## config.mk

```make
export PLATFORM = sky130hd
export DESIGN_NAME = secuenciador_tipo_r
export DESIGN_NICKNAME = d
export VERILOG_FILES = /design/src/rtl/secuenciador_tipo_r.sv
export SDC_FILE = /design/constraint.sdc
export NUM_CORES = 1
export LEC_CHECK = 0
export CAP_MARGIN = 25
export CELL_PAD_IN_SITES_DETAIL_PLACEMENT = 1
export CELL_PAD_IN_SITES_GLOBAL_PLACEMENT = 2
export CORE_ASPECT_RATIO = 0.9
export CORE_MARGIN = 4
export CORE_UTILIZATION = 35
export CTS_CLUSTER_DIAMETER = 30
export DETAILED_ROUTE_END_ITERATION = 7
export DONT_BUFFER_PORTS = 1
export PLACE_DENSITY = 0.82
export SKIP_LAST_GASP = 1
export SLEW_MARGIN = 5
export SYNTH_ARGS = -nofsm -noshare
export SYNTH_HDL_FRONTEND = slang
export SYNTH_SLANG_ARGS = --single-unit
```

## constraint.sdc

```tcl
create_clock -name clk -period 5.8 [get_ports clk]
set_input_delay 0.29 -clock clk [delete_from_list [all_inputs] [get_ports clk]]
set_output_delay 0.29 -clock clk [all_outputs]
set_load 0.02 [all_outputs]
```

## src/rtl/secuenciador_tipo_r.sv

```systemverilog
// Multi-cycle sequencer for the R-type datapath: fetches words from a synchronous ROM,
// latches them into the instruction register and drives ALU control and register write enable.
module secuenciador_tipo_r #(
    parameter int ADDR_W  = 5,
    parameter int LAST_PC = 31
) (
    input  logic              clk,
    input  logic              rst,
    input  logic              start,
    input  logic [31:0]       instr_data,
    input  logic              alu_zf,
    output logic [ADDR_W-1:0] pc_addr,
    output logic [31:0]       ir,
    output logic [2:0]        alu_ctl,
    output logic              rb_we,
    output logic              zf_ult,
    output logic              ocupado,
    output logic              fin,
    output logic              err_ilegal,
    output logic [ADDR_W:0]   num_instr
);

    typedef enum logic [2:0] {
        S_IDLE,
        S_FETCH,
        S_DECODE,
        S_EJECUTA,
        S_ESCRIBE,
        S_FIN
    } state_t;

    localparam logic [ADDR_W-1:0] PC_LAST = ADDR_W'(LAST_PC);
    localparam logic [ADDR_W-1:0] PC_ONE  = ADDR_W'(1);
    localparam logic [ADDR_W:0]   CNT_ONE = (ADDR_W + 1)'(1);

    state_t              state_q, state_d;
    logic [ADDR_W-1:0]   pc_q;
    logic [31:0]         ir_q;
    logic                zf_q;
    logic                err_q;
    logic [ADDR_W:0]     cnt_q;

    logic                op_wr, op_rd, op_halt;
    logic                funct_ok;
    logic [2:0]          alu_dec;
    logic                ilegal;
    logic                start_run;

    assign op_wr   = (ir_q[31:26] == 6'b000000);
    assign op_rd   = (ir_q[31:26] == 6'b000001);
    assign op_halt = (ir_q[31:26] == 6'b111111);

    always_comb begin
        funct_ok = 1'b1;
        alu_dec  = 3'b000;
        case (ir_q[5:0])
            6'b100000: alu_dec = 3'b010;
            6'b100010: alu_dec = 3'b110;
            6'b101010: alu_dec = 3'b111;
            6'b100100: alu_dec = 3'b000;
            6'b100101: alu_dec = 3'b001;
            default:   funct_ok = 1'b0;
        endcase
    end

    // Halt ignores funct; the two R-type opcodes need a known funct.
    assign ilegal    = !op_halt && !((op_wr || op_rd) && funct_ok);
    assign start_run = start && ((state_q == S_IDLE) || (state_q == S_FIN));

    always_ff @(posedge clk) begin
        if (rst) begin
            state_q <= S_IDLE;
        end else begin
            state_q <= state_d;
        end
    end

    always_comb begin
        state_d = state_q;
        case (state_q)
            S_IDLE, S_FIN: if (start_run) state_d = S_FETCH;
            S_FETCH:       state_d = S_DECODE;
            S_DECODE:      state_d = S_EJECUTA;
            S_EJECUTA:     state_d = (ilegal || op_halt) ? S_FIN : S_ESCRIBE;
            S_ESCRIBE:     state_d = (pc_q == PC_LAST) ? S_FIN : S_FETCH;
            default:       state_d = S_IDLE;
        endcase
    end

    always_ff @(posedge clk) begin
        if (rst) begin
            pc_q  <= '0;
            ir_q  <= '0;
            zf_q  <= 1'b0;
            err_q <= 1'b0;
            cnt_q <= '0;
        end else begin
            case (state_q)
                S_IDLE, S_FIN: begin
                    if (start_run) begin
                        pc_q  <= '0;
                        cnt_q <= '0;
                        err_q <= 1'b0;
                    end
                end
                S_DECODE: ir_q <= instr_data;
                S_EJECUTA: begin
                    zf_q <= alu_zf;
                    if (ilegal) err_q <= 1'b1;
                end
                S_ESCRIBE: begin
                    cnt_q <= cnt_q + CNT_ONE;
                    if (pc_q != PC_LAST) pc_q <= pc_q + PC_ONE;
                end
                default: ;
            endcase
        end
    end

    // Write strobe is purely state-derived, so a reset drops it on the next cycle.
    always_comb begin
        ocupado = (state_q == S_FETCH) || (state_q == S_DECODE) ||
                  (state_q == S_EJECUTA) || (state_q == S_ESCRIBE);
        fin     = (state_q == S_FIN);
        alu_ctl = ((state_q == S_EJECUTA) || (state_q == S_ESCRIBE)) ? alu_dec : 3'b000;
        rb_we   = (state_q == S_ESCRIBE) && op_wr && (ir_q[15:11] != 5'd0);
    end

    assign pc_addr    = pc_q;
    assign ir         = ir_q;
    assign zf_ult     = zf_q;
    assign err_ilegal = err_q;
    assign num_instr  = cnt_q;

endmodule

```

## Word-level counts from Yosys, hierarchy flattened

Cells that the tools add are included.

| word-level totals | value |
|---|---|
| register bits | 48 |
| bits in latches | 0 |
| RAM bits | 0 |
| ROM bits | 0 |
| input port bits | 36 |
| output and inout port bits | 51 |
| logic and storage cells | 64 |
| memories | 0 |

| operators by class | value |
|---|---|
| add/subtract/negate cells | 2 |
| $mul | 0 |
| divide/modulo/power cells | 0 |
| $lt $le $gt $ge | 0 |
| equality and inequality tests | 17 |
| shift operators | 0 |
| muxes and demuxes | 15 |
| bitwise logic cells | 0 |
| reductions and logical operators | 24 |

Operators by type and width:

| cell | count |
|---|---|
| $eq A6 B6 Y1 const B | 6 |
| $pmux W3 S5 | 1 |
| $pmux W3 S4 | 1 |
| $pmux W6 S2 | 1 |
| $mux W5 | 2 |
| $pmux W5 S2 | 1 |
| $mux W3 | 3 |
| $logic_or A1 B1 Y1 | 7 |
| $add A6 B1 Y6 const B | 1 |
| $eq A3 B2 Y1 const B | 2 |
| $eq A3 B3 Y1 const B | 2 |
| $eq A6 B1 Y1 const B | 1 |
| $logic_not A6 Y1 | 1 |
| $mux W6 | 1 |
| $ne A2 B2 Y1 const B | 3 |
| $reduce_and A3 Y1 | 2 |
| $add A5 B1 Y5 const B | 1 |
| $eq A5 B5 Y1 const B | 1 |
| $logic_and A1 B1 Y1 | 5 |
| $ne A5 B5 Y1 const B | 1 |
| $reduce_bool A5 Y1 | 1 |
| $reduce_or A5 Y1 | 1 |
| $mux W1 | 4 |
| $reduce_bool A2 Y1 | 2 |
| 6 further kinds | 7 |

## Depth between registers and ports, before layout

| depth | value |
|---|---|
| depth after elaboration | 9 |
| mapped depth | 7 |
| depth with buffers taken out | 7 |

## Worst setup path before layout

Ideal clock, no wire load.

| timing path | value |
|---|---|
| path kind | register -> output |
| start | register state_q[0] |
| end | output port alu_ctl[2] |
| data arrival time | 1.757 ns |
| required time | 5.510 ns |
| path slack | 3.753 ns |
| cell stages (with the launch flop) | 6 |
| path buffers | 2 |
| path through | dfxtp_1 -> buf_6 -> or3b_1 -> buf_2 -> a21o_1 -> nor4_1 |

| on the way | value |
|---|---|
| cells in the longest elaborated chain, start to end | 3 |
| elaborated cells on any way between the ends | 4 |
| classes of those cells | eq/ne: 2; mux: 1; reduce/logical: 1 |

Ends and longest elaborated chain:

| element | RTL line | text |
|---|---|---|
| from (decl) | 36 | `state_t state_q, state_d;` |
| from (signal assigned) | 74 | `state_q <= state_d;` |
| $eq A3 B2 Y1 or $eq A3 B3 Y1 (tied branches) | 125 | `alu_ctl = ((state_q == S_EJECUTA) \|\| (state_q == S_ESCRIBE)) ? alu_dec : 3'b000;` |
| $logic_or A1 B1 Y1 (*) | 125 |  |
| $mux W3 (*) | 125 |  |
| to (decl) | 14 | `output logic [2:0] alu_ctl,` |

Mark *: on every way between the ends. The rest lies on a longest branch, timed or not.

## Worst setup path after layout

| timing path | value |
|---|---|
| start | register state_q[2] |
| end | output port alu_ctl[2] |

The elaborated chain is that of the path after synthesis.

==> results.txt <==
Synth Register Bits - 48
Post-route DRC - 0
Hold Fails Final Rpt - 0
sequential area share after synthesis - 0.475
Clk Latency, worst-skew pair - 0.30 ns
post-CTS setup buffer count - 0
worst r2r src - pc_addr[0]
hold_sp - rst
crit path cell chain - or3b_1 > a21o_1 > nor4_1
Syn Nets - 295
Pleak - 0.721 nW
R2R Setup Slk - 3.62 ns
row cnt - 25
worst slack at placement - 3.41 ns
CTS buffer count - 5
total gr overflow - 0
Post-Syn Area - 0.00202 mm2
Max Cap Viol - 0
Slew headroom - 0.354
CP endpoint - alu_ctl[2]
Max Root-Sink Buffers - 2
IO Pins - 87
First-pass DRT Iterations - 4
CP Class - register to output port
Slew @ Worst Pin - 0.961 ns
CP endpoint kind - output port
Post-Synthesis Cells - 256
area share of the largest cell type after synthesis - 0.475
Reg clk slew, reported paths - 0.09 ns
largest net degree at the start of global routing - 47
DR WL met3 - 599 um
Synth area leaders - dfxtp_1, nand2_1, a21oi_1
most frequent cells in the layout - nand2_1, dfxtp_1, a21oi_1
Post-Layout Cell Count - 318
# clock sinks - 48
core box area - 0.00541 mm2
Sum Neg Setup Slack - 0 ns
Yosys top cell by area - dfxtp_1
Synth Flop Type - dfxtp_1
crit path from - state_q[2]
WL/cell - 16.1 um
final WL - 5.13 mm
vias in the first global route - 1791
synthesized area per cell - 7.90 um2
final layout net count - 289
Max rail drop VDD - 0.150 mV
CP delay by family, top - simple AND/OR/NAND/NOR gates
reg-to-reg critical path endpoint - pc_addr[3]
CP max FO - 16
met2 WL post-DR - 2.29 mm
Gates resized, CTS repair - 0
Min-Delay Path Depth - 1
TritonCTS clock tree - done
CP max stage cell - nor4_1
library cells used by synthesis - 41
Die Y-Extent - 80.1 um
commonest non-fill, non-tap cell in the layout - nand2_1
share of cells above drive strength 1 - 0.0558
RD Place Congestion - 0.713
Final ANT Viol Nets - 0
ant diodes - 0
Synth async-reset ratio - 0
HP Class - input pin to register
Slew Viols, Final - 0
Port Buffers - 0
fin crit period - 2.69 ns
setup repair after global routing missed its margin - false
Die W - 88.1 um
cts hold-fix bufs - 0
max frequency - 372 MHz
power per cell area - 322 mW/mm2
Placed Cells - 310
Tot Pwr - 0.692 mW
CP Launch Type - register
htree depth - 2
Initial Utilization - 0.374
Buf/Inv on CP - 0
Worst Skew - 0.00997 ns
critical path's largest stage delay - 0.68 ns
via-per-instance ratio - 5.31
area grow syn2layout - 6.31%
CTS root buf - clkbuf_8
DRT iter0 DRCs - 56
final worst slack - 3.11 ns
Ys Warns - 0
first-pass GRT wire length - 8.48 mm
Post-synth EDFFs - 0
Post-DP HPWL - 3.74 mm
final worst path period share - 0.463
Setup violations, final - 0
fillers - 659
Via Count - 1687
Worst Path Arrival - 2.40 ns
die area - 0.00706 mm2
antenna violations before repair - 0
Metal-1 WL - 2.19 mm
WP data required - 5.51 ns
WP depth - 3
Top Layer Used - met4
Total GRT Usage - 0.153
worst-case reg-to-reg path depth - 7
status - finished, final reports clean
## per-stage QoR
step | hold WS [ns] | util | instance area [um2]
after detailed placement | 0.367 | 0.380 | 2060
after global placement | 0.364 | 0.380 | 2060
after CTS | 0.0325 | 0.397 | 2150
after floorplan | 0.426 | - | 2020
final | 0.0479 | 0.397 | 2150
after global routing | 0.0265 | 0.397 | 2150
## layout make-up
| class | instances | area, um2 | share of cell area |
|---|---|---|---|
| Inverter | 3 | 11.3 | 0.00524 |
| Sequential cell | 48 | 961 | 0.447 |
| Clock inverter | 1 | 7.51 | 0.00349 |
| Timing Repair Buffer | 2 | 15.0 | 0.00698 |
| Clock buffer | 7 | 86.3 | 0.0401 |
| Multi-Input combinational cell | 190 | 986 | 0.458 |
| Tap cell | 67 | 83.8 | 0.0390 |
## registers in the layout (all words and copies together), names as in the netlist
signal / cells
zf_ult: 1
state_q: 3
ir: 32
num_instr: 6
pc_addr: 5
err_ilegal: 1
## how the worst min path moves through the flow
stage / to / slack [ns]
CTS: ir[19] / 0.03
floorplan: ir[10] / 0.43
finish: ir[18] / 0.05
global route: ir[25] / 0.03
global placement: ir[17] / 0.36
detailed placement: ir[17] / 0.37
## layer usage
layer	global-route usage	vias to the layer above
li1	-	851
met1	0.176	770
met2	0.251	61
met3	0.0708	5
met4	0.0498	0
met5	0	-
## cells in the mapped netlist, types with 3 or more instances
library cell	n
nor4_1	3
nor3_1	4
nor2_1	17
buf_2	3
inv_1	3
nand2b_1	6
nand2_1	72
o21ai_0	3
ha_1	3
nand3_1	3
a21oi_1	42
dfxtp_1	48
clkbuf_1	10
xnor2_1	5
## worst register-to-register path: stages, from the launching register on
cell and delay, ns:
dfxtp_1 0.42, ha_1 0.25, and3_1 0.18, ha_1 0.21, nand2b_1 0.15, a311o_1 0.40, or3_1 0.37, a21oi_1 0.13
## cells by family (layout without fill, tap and decap cells)
group	after synthesis	count (layout)	share of synthesized area
DFF	48	48	0.475
xor gates and xnor gates	5	5	0.0216
AOI/OAI and AO/OA	60	60	0.169
and+or+nand+nor	121	121	0.272
buffers and inverters	18	13	0.0390
adders and majority gates	3	3	0.0186
muxes	1	1	0.00495
## power breakdown
group          switching [mW]  internal (mW)  leakage (nW)
Combinational          0.0544         0.0315         0.287
Sequential             0.0480          0.351         0.389
Clock                   0.110         0.0971        0.0445
Total                   0.213          0.479         0.721
Note: power is estimated with default switching activity, not from simulation.
